$ cat src/rtl/encapsulation_mb.sv
// encapsulation_mb: transmit-buffer arbiter and frame-header encapsulator.
// Pending buffers compete on a 32-bit arbitration key. The winner is latched
// and presented to the LLC as a 39-bit header plus a real data length. It is
// held until the LLC reports success or error, or drops activ.
module encapsulation_mb #(
  parameter int NBUF = 4,
  parameter int SW   = 3
) (
  input  logic                 clock,
  input  logic                 reset,
  input  logic [NBUF-1:0]      txreq,
  input  logic [NBUF-1:0]      abort,
  input  logic [29*NBUF-1:0]   identifier,
  input  logic [NBUF-1:0]      extended,
  input  logic [NBUF-1:0]      remote,
  input  logic [4*NBUF-1:0]    datalen,
  input  logic                 activ,
  input  logic                 txok,
  input  logic                 txerr,
  output logic [38:0]          message,
  output logic [3:0]           tmlen,
  output logic [SW-1:0]        selbuf,
  output logic                 valid,
  output logic [NBUF-1:0]      pending,
  output logic [NBUF-1:0]      txdone
);

  typedef enum logic [1:0] {IDLE = 2'd0, SELECT = 2'd1, LOCK = 2'd2} state_t;

  // Arbitration key: lower value wins on the bus. A standard frame beats an
  // extended frame with the same base ID because the IDE position is 0.
  function automatic logic [31:0] arb_key(input logic [28:0] id,
                                          input logic        ext,
                                          input logic        rtr);
    if (ext) return {id[28:18], 2'b11, id[17:0], rtr};
    else     return {id[28:18], rtr, 1'b0, 18'd0, 1'b0};
  endfunction

  // Real payload length: remote frames carry no data; DLC above 8 means 8.
  function automatic logic [3:0] sat_len(input logic [3:0] dlc,
                                         input logic       rtr);
    if (rtr)            return 4'd0;
    else if (dlc > 4'd8) return 4'd8;
    else                return dlc;
  endfunction

  // Header layout for the shifter/CRC: raw DLC is kept in the low nibble.
  function automatic logic [38:0] build_header(input logic [28:0] id,
                                               input logic        ext,
                                               input logic        rtr,
                                               input logic [3:0]  dlc);
    if (ext) return {1'b0, id[28:18], 2'b11, id[17:0], rtr, 2'b00, dlc};
    else     return {1'b0, 20'd0, id[28:18], rtr, 2'b00, dlc};
  endfunction

  state_t            state_q, state_d;
  logic              activ_prev_q, activ_prev_d;
  logic [SW-1:0]     win_q, win_d;
  logic [38:0]       message_q, message_d;
  logic [3:0]        tmlen_q, tmlen_d;
  logic [SW-1:0]     selbuf_q, selbuf_d;
  logic              valid_q, valid_d;
  logic [NBUF-1:0]   pending_q, pending_d;
  logic [NBUF-1:0]   txdone_q, txdone_d;

  logic [SW-1:0]     arb_idx;
  logic [31:0]       best_key;
  logic [31:0]       cand_key;
  logic              found;
  logic [28:0]       sel_id;
  logic              sel_ext;
  logic              sel_rtr;
  logic [3:0]        sel_dlc;
  logic [NBUF-1:0]   lock_oh;
  logic [NBUF-1:0]   clr;

  // Pick the pending buffer with the lowest key; strict compare keeps the lowest index on ties.
  always_comb begin
    arb_idx  = '0;
    best_key = '1;
    cand_key = '0;
    found    = 1'b0;
    for (int i = 0; i < NBUF; i++) begin
      cand_key = arb_key(identifier[29*i +: 29], extended[i], remote[i]);
      if (pending_q[i] && (!found || cand_key < best_key)) begin
        found    = 1'b1;
        best_key = cand_key;
        arb_idx  = SW'(i);
      end
    end
  end

  // Route the registered winner's descriptor and build the locked-buffer one-hot mask.
  always_comb begin
    sel_id  = '0;
    sel_ext = 1'b0;
    sel_rtr = 1'b0;
    sel_dlc = '0;
    lock_oh = '0;
    for (int i = 0; i < NBUF; i++) begin
      if (SW'(i) == win_q) begin
        sel_id  = identifier[29*i +: 29];
        sel_ext = extended[i];
        sel_rtr = remote[i];
        sel_dlc = datalen[4*i +: 4];
      end
      lock_oh[i] = (SW'(i) == selbuf_q);
    end
  end

  // Next-state, output-register and pending-flag computation.
  always_comb begin
    state_d      = state_q;
    activ_prev_d = activ;
    win_d        = win_q;
    message_d    = message_q;
    tmlen_d      = tmlen_q;
    selbuf_d     = selbuf_q;
    valid_d      = valid_q;
    txdone_d     = '0;
    clr          = abort;
    case (state_q)
      IDLE: begin
        valid_d = 1'b0;
        if (activ && !activ_prev_q && (|pending_q)) begin
          state_d = SELECT;
          win_d   = arb_idx;
        end
      end
      SELECT: begin
        state_d   = LOCK;
        selbuf_d  = win_q;
        message_d = build_header(sel_id, sel_ext, sel_rtr, sel_dlc);
        tmlen_d   = sat_len(sel_dlc, sel_rtr);
        valid_d   = 1'b1;
      end
      LOCK: begin
        // The locked buffer cannot be aborted out from under the LLC.
        clr = abort & ~lock_oh;
        if (txok) begin
          txdone_d = lock_oh;
          clr      = clr | lock_oh;
          state_d  = IDLE;
          valid_d  = 1'b0;
        end else if (txerr || !activ) begin
          state_d = IDLE;
          valid_d = 1'b0;
        end
      end
      default: begin
        state_d = IDLE;
        valid_d = 1'b0;
      end
    endcase
    // New requests take priority over any clear in the same cycle.
    pending_d = (pending_q & ~clr) | txreq;
  end

  // State and output registers with synchronous active-low reset.
  always_ff @(posedge clock) begin
    if (!reset) begin
      state_q      <= IDLE;
      activ_prev_q <= 1'b0;
      win_q        <= '0;
      message_q    <= '0;
      tmlen_q      <= '0;
      selbuf_q     <= '0;
      valid_q      <= 1'b0;
      pending_q    <= '0;
      txdone_q     <= '0;
    end else begin
      state_q      <= state_d;
      activ_prev_q <= activ_prev_d;
      win_q        <= win_d;
      message_q    <= message_d;
      tmlen_q      <= tmlen_d;
      selbuf_q     <= selbuf_d;
      valid_q      <= valid_d;
      pending_q    <= pending_d;
      txdone_q     <= txdone_d;
    end
  end

  assign message = message_q;
  assign tmlen   = tmlen_q;
  assign selbuf  = selbuf_q;
  assign valid   = valid_q;
  assign pending = pending_q;
  assign txdone  = txdone_q;

endmodule

$ cat config.mk
export PLATFORM = sky130hd
export DESIGN_NAME = encapsulation_mb
export DESIGN_NICKNAME = d
export VERILOG_FILES = /design/src/rtl/encapsulation_mb.sv
export SDC_FILE = /design/constraint.sdc
export NUM_CORES = 1
export LEC_CHECK = 0
export CORE_UTILIZATION = 44
export CTS_BUF_LIST = sky130_fd_sc_hd__clkbuf_16
export DETAILED_ROUTE_END_ITERATION = 7
export HOLD_SLACK_MARGIN = 0.1
export PLACE_DENSITY_LB_ADDON = 0.2
export SYNTH_ARGS = -nofsm -noshare
export SYNTH_HDL_FRONTEND = slang
export SYNTH_SLANG_ARGS = --single-unit
export TNS_END_PERCENT = 20
$ cat constraint.sdc
create_clock -name clock -period 7.1 [get_ports clock]
set_clock_uncertainty 0.05 [all_clocks]
set_input_delay 1.065 -clock clock [delete_from_list [all_inputs] [get_ports clock]]
set_output_delay 1.065 -clock clock [all_outputs]
set_load 0.005 [all_outputs]
==> run_results.csv, run 1 <==
group,metric,value,unit
critical_path,cp_slowest_cell,"clkdlybuf4s50_1",
global_routing,grt_pass1_wl,37700,um
route,wirelength,25700,um
clocking,clock_sinks,55,
global_routing,grt_start_max_net_pins,55,
logic_synthesis,synthTopCellsByArea,"ha_1 (18%), dfxtp_1 (17%), mux4_2 (12%), nand2_1 (5.7%), a21boi_0 (5.6%)",
global_routing,grtUsageTotal,30.5,%
die,die_h,124,um
global_routing,grt_overflow,0,
finish,drive_above_1_share,30.1,%
critical_path,path_class,"primary input to flip-flop",
sta,tightest_slew,1.23,ns
route,drtIter0Drc,617,
logic_synthesis,synth_top_area_share,17.5,%
sta,rsz0062_at_grt,"true",
clocking,root_buffer,"clkbuf_16",
placement,placed_cells,1231,
critical_path,worstPathMaxFanout,6,
job,maxCapViolations,0,
die,initial_core_util,45.2,%
critical_path,cp_slowest_stage_delay,0.44,ns
critical_path,worst_ep_arrival_time,7.42,ns
finish,areaGrowthSynthToFinish,64.6,%
logic_synthesis,ys_ff_latch,55,
finish,fillCellCount,1025,
route,wl_per_cell,20.2,um
logic_synthesis,syn_avg_cell_area,8.26,sq um
status,violations,"setup timing",
sta,period_minus_slack,7.30,ns
clocking,clk_latency,0.29,ns
logic_synthesis,synth_warnings,0,
route,via_per_inst,5.91,
sta,setup_viol,2,
critical_path,crit_top_cell,"nand4_1",
sta,worst_slack,-0.202,ns
logic_synthesis,synth_cell_types,55,
finish,finalNonFillerCells,1272,
die,fp-row-count,44,
placement,gp_congestion,0.940,
pwr,max-vdd-ir-drop,0.0997,mV
die,core,14500,sq um
placement,numPortBuffers,203,
sta,finalHoldViolCount,0,
status,outcome,"finished, violations left",
clocking,htree_num_levels,2,
die,dieArea,15400,sq um
placement,place_ws,-0.948,ns
finish,antenna_cells,0,
logic_synthesis,synth_seq_area_share,16.7,%
clocking,clock_path_buffers,2,
sta,fin_hold_ws,0.411,ns
clocking,ctsHoldBuffers,0,
critical_path,r2r_slack,0.02,ns
pwr,p_leak,4.74,nW
logic_synthesis,syn_inst,796,
min_path,hold_class,"flip-flop to flip-flop",
sta,max_slew_margin,18.2,%
logic_synthesis,synth_edf_count,0,
pwr,power.density,129,nW/um^2
sta,maxSlewViolCount,0,
logic_synthesis,async_flop_share,0,%
placement,hpwl,18100,um
clocking,clk_pin_slew,0.07,ns
route,drt-pass1-iter-count,8,
global_routing,grt_pass1_vias,7298,
logic_synthesis,syn-cell-area,6570,sq um
critical_path,end_kind,"flip-flop",
die,die_width,124,um
die,io_pins,208,
clocking,cts_tree,"yes",
global_routing,antenna_found_initial,0,
logic_synthesis,synth_largest_area_cell,"ha_1",
finish,fin_nets,1332,
sta,period_share,103,%
critical_path,cp.required,7.22,ns
route,detail-route-antenna-nets,0,
sta,clock.fmax,0.137,GHz
logic_synthesis,yosys_most_used_dff,"dfxtp_1",
route,vias,7513,
critical_path,start_kind,"primary input",
route,drc,0,
clocking,cts_buffers,5,
## kinds of logic (layout without fill, tap and decap cells)
group                      count (synthesis)  in the layout  synth area share, %
AOI/OAI and AO/OA                        195            195                 20.0
adders and majority gates                 92             92                 17.5
buffers and inverters                     90            379                 5.65
DFF                                       55             55                 16.7
muxes                                     81             81                 19.6
other                                      1              4               0.0570
and+or+nand+nor                          282            282                 20.4
## final cells by class
cell class | instances | area, sq um | share of cell area, %
clock buffer | 5 | 125 | 1.16
timing repair buffer | 332 | 3240 | 30.0
clock inverter | 3 | 16.3 | 0.150
sequential | 55 | 1100 | 10.2
tap | 184 | 230 | 2.13
inverter | 39 | 146 | 1.35
multi-input combinational | 654 | 5960 | 55.1
## through the flow
step	setup TNS (ns)	area, sq um	total power [mW]	utilization (%)
2_1_floorplan	0	6640	0.699	-
3_3_place_gp	-1.33	9450	0.987	65.0
3_5_place_dp	-1.84	9450	0.998	65.0
4_1_cts	-0.188	10100	1.31	69.6
5_1_grt	-0.790	10800	1.47	74.4
6_report	-0.379	10800	1.40	74.4
## metal layers
metal	GRT usage, %	share of wire (%)
met5	0	0
met1	38.2	40
met4	12.5	3.9
met3	5.78	8.2
met2	51.3	48
## Yosys cell counts, types with 3 or more instances
| cell | number |
|---|---|
| nand2_1 | 100 |
| ha_1 | 92 |
| a21oi_1 | 67 |
| dfxtp_1 | 55 |
| a21boi_0 | 49 |
| nor2_1 | 49 |
| inv_1 | 39 |
| and2_1 | 37 |
| clkbuf_1 | 35 |
| mux4_2 | 35 |
| nand3_1 | 32 |
| mux2_1 | 25 |
| nor2b_1 | 20 |
| o21ai_0 | 20 |
| mux2i_1 | 15 |
| nand4_1 | 11 |
| nor3_1 | 11 |
| o211a_1 | 11 |
| buf_4 | 8 |
| nand2b_1 | 7 |
| a21o_1 | 6 |
| mux2_2 | 6 |
| a211oi_1 | 5 |
| a31oi_1 | 5 |
| buf_1 | 5 |
| o211ai_1 | 4 |
| o21a_1 | 4 |
| a221oi_1 | 3 |
| buf_2 | 3 |
| nor4_1 | 3 |
| or2_2 | 3 |
| or3_1 | 3 |
## worst paths after layout
path,startpoint,to,cells after the start
min,tmlen[2]$_SDFFE_PN0P_,tmlen[2]$_SDFFE_PN0P_,2
max reg2reg,pending[0]$_SDFF_PN0_,win_q[1]$_SDFFE_PN0P_,31
max,identifier[35],win_q[1]$_SDFFE_PN0P_,29
min reg2reg,tmlen[2]$_SDFFE_PN0P_,tmlen[2]$_SDFFE_PN0P_,2
## placed cells by master (no fill, tap or decap), drive strengths merged, types with 3 or more instances in the layout
cell type,count
and2,38
a21boi,49
a21oi,68
nand3,32
clkbuf,8
a21o,6
nor2,49
dlygate4sd2,8
nand2b,7
or2,3
mux2i,15
a221oi,3
nand2,100
nor3,11
o21a,4
a31oi,5
or3,3
o211a,11
mux2,31
buf,129
clkdlybuf4s50,166
inv,40
mux4,35
dfxtp,55
o211ai,4
conb,4
dlymetal6s2s,23
nor2b,20
nand4,11
nor4,3
a211oi,6
ha,92
o21ai,20
## flip-flops by register name, summed over array words and instances (netlist names)
| register | flops |
|---|---|
| state_q | 2 |
| win_q | 2 |
| txdone | 4 |
| tmlen | 4 |
| activ_prev_q | 1 |
| valid | 1 |
| pending | 4 |
| selbuf | 2 |
| message | 35 |
## where the power goes
part | internal, mW | total, mW | switching [mW]
combinational | 0.429 | 0.813 | 0.384
clock | 0.129 | 0.239 | 0.110
sequential | 0.323 | 0.345 | 0.0222
## critical path, delay by kind of cell
kind,cells,cell delay [ns]
AND/OR/NAND/NOR,10,2.22
adder cells (fa/ha/maj),3,0.85
buffers and inverters,4,0.89
multiplexers,1,0.32
AO/OA/AOI/OAI,11,2.05
## what timing repair did
item,CTS,global route
cloned,5,1
pin swaps,49,71
buffers inserted,18,14
gates resized for setup,89,153
setup endpoints to repair,2,2
No activity file was read; power rests on OpenSTA's default activity.
==> run 2: changes to the inputs <==
CELL_PAD_IN_SITES_DETAIL_PLACEMENT = 0   (was not set)
CELL_PAD_IN_SITES_GLOBAL_PLACEMENT = 1   (was not set)
CORE_UTILIZATION = 31   (was 44)
==> run_results.csv, run 2 (synthesis gave the netlist of run 1 again) <==
group,metric,value,unit
critical_path,cp_slowest_cell,"clkdlybuf4s50_1",
die,core,20500,sq um
pwr,power.density,127,nW/um^2
sta,period_minus_slack,7.37,ns
sta,setup-tns-final,-0.491,ns
clocking,root_buffer,"clkbuf_16",
route,drt-pass1-iter-count,5,
critical_path,r2r_cells,31,
die,die_width,148,um
finish,largest_reg_flops,35,
finish,finalNonFillerCells,1348,
die,fp-row-count,52,
placement,placed_cells,1336,
route,detail-route-antenna-nets,0,
critical_path,end_kind,"flip-flop",
sta,period_share,104,%
route,wl_per_cell,18.4,um
sta,rsz0062_at_grt,"true",
global_routing,antenna_found_initial,0,
die,initial_core_util,32.1,%
finish,postLayoutCoreUtil,49.1,%
sta,worst_slack,-0.267,ns
sta,max_slew_margin,24.6,%
global_routing,grt_overflow,0,
status,outcome,"finished, violations left",
finish,final_cell_mix,"clkdlybuf4s50_1 (200), buf_4 (108), nand2_1 (98)",
placement,hpwl,20500,um
critical_path,worst_ep_arrival_time,7.49,ns
min_path,min-delay-start,"message[21]$_SDFFE_PN0P_",
status,violations,"setup timing",
global_routing,grt_pass1_vias,6830,
sta,maxSlewViolCount,0,
finish,antenna_cells,0,
sta,finalHoldViolCount,0,
job,maxCapViolations,0,
die,io_pins,208,
die,die_h,148,um
sta,fin_hold_ws,0.412,ns
finish,drive_above_1_share,18.6,%
min_path,min_to,"message[21]$_SDFFE_PN0P_",
placement,place_ws,-0.923,ns
finish,final_common_cell,"clkdlybuf4s50_1",
route,drc,0,
placement,gp_congestion,0.922,
critical_path,r2r_end,"win_q[1]$_SDFFE_PN0P_",
min_path,hold_class,"flip-flop to flip-flop",
route,via_per_inst,5.15,
clocking,clk_pin_slew,0.07,ns
critical_path,worstPathMaxFanout,10,
finish,fin_nets,1322,
route,vias,6941,
placement,place_area,9700,sq um
sta,tightest_slew,1.13,ns
global_routing,grtUsageTotal,22.8,%
placement,numPortBuffers,203,
pwr,max-vdd-ir-drop,0.0868,mV
critical_path,start_kind,"primary input",
clocking,ctsHoldBuffers,0,
global_routing,grt_pass1_wl,38300,um
clocking,clock_path_buffers,2,
route,wirelength,24900,um
pwr,p_leak,4.37,nW
sta,clock.fmax,0.136,GHz
critical_path,r2r_slack,0.15,ns
critical_path,worstReg2RegStart,"pending[0]$_SDFF_PN0_",
critical_path,cp_slowest_stage_delay,0.48,ns
sta,setup_viol,2,
global_routing,grt_start_max_net_pins,55,
min_path,hold_depth,2,
critical_path,path_class,"primary input to flip-flop",
finish,fillCellCount,2054,
route,drtIter0Drc,437,
clocking,clk_latency,0.29,ns
clocking,cts_buffers,5,
pwr,power,1.28,mW
clocking,cts_tree,"yes",
clocking,clock_sinks,55,
clocking,htree_num_levels,2,
critical_path,cp.required,7.22,ns
finish,final_area,10100,sq um
finish,areaGrowthSynthToFinish,53.1,%
die,dieArea,21800,sq um
[run 2: worst max path at each step]
stage                         startpoint               endpoint  depth (start not counted)
after detailed placement     extended[0]  win_q[1]$_SDFFE_PN0P_                         30
after CTS                 identifier[23]  win_q[1]$_SDFFE_PN0P_                         32
after global placement       extended[0]  win_q[1]$_SDFFE_PN0P_                         29
after floorplan              extended[0]  win_q[1]$_SDFFE_PN0P_                         28
after global routing      identifier[24]  win_q[1]$_SDFFE_PN0P_                         32
final                     identifier[24]  win_q[1]$_SDFFE_PN0P_                         32
[run 2: timing repair]
item                       4_1_cts  5_1_grt
setup endpoints to repair        2        2
cloned                           3        0
pin swaps                        7        0
gates resized for setup         30        8
setup buffers                    1        0
[run 2: critical path, delay by kind of cell]
family | cells | cell delay (ns)
buffers and inverters | 7 | 1.40
AO/OA/AOI/OAI | 9 | 1.39
multiplexers | 1 | 0.32
adder cells (fa/ha/maj) | 3 | 0.92
AND/OR/NAND/NOR | 12 | 2.38
[run 2: where the power goes]
part	internal [mW]	switching [mW]
clock network	0.129	0.114
logic	0.371	0.326
registers	0.323	0.0206
total	0.823	0.460
[run 2: routing by layer]
| layer | vias to the layer above | global-route usage [%] | wire length [um] |
|---|---|---|---|
| met5 | - | 0 | 0 |
| met4 | 0 | 4.64 | 358 |
| met3 | 23 | 2.65 | 1420 |
| met2 | 226 | 37.8 | 11500 |
| met1 | 3231 | 31.7 | 11600 |
| li1 | 3461 | - | - |
[run 2: area by class of cell]
| cell class | instances | area (sq um) | share of cell area, % |
|---|---|---|---|
| Multi-Input combinational cell | 654 | 5260 | 52.2 |
| Clock inverter | 3 | 16.3 | 0.162 |
| Tap cell | 270 | 338 | 3.36 |
| Timing Repair Buffer | 322 | 3080 | 30.6 |
| Sequential cell | 55 | 1100 | 11.0 |
| Inverter | 39 | 146 | 1.45 |
| Clock buffer | 5 | 125 | 1.24 |
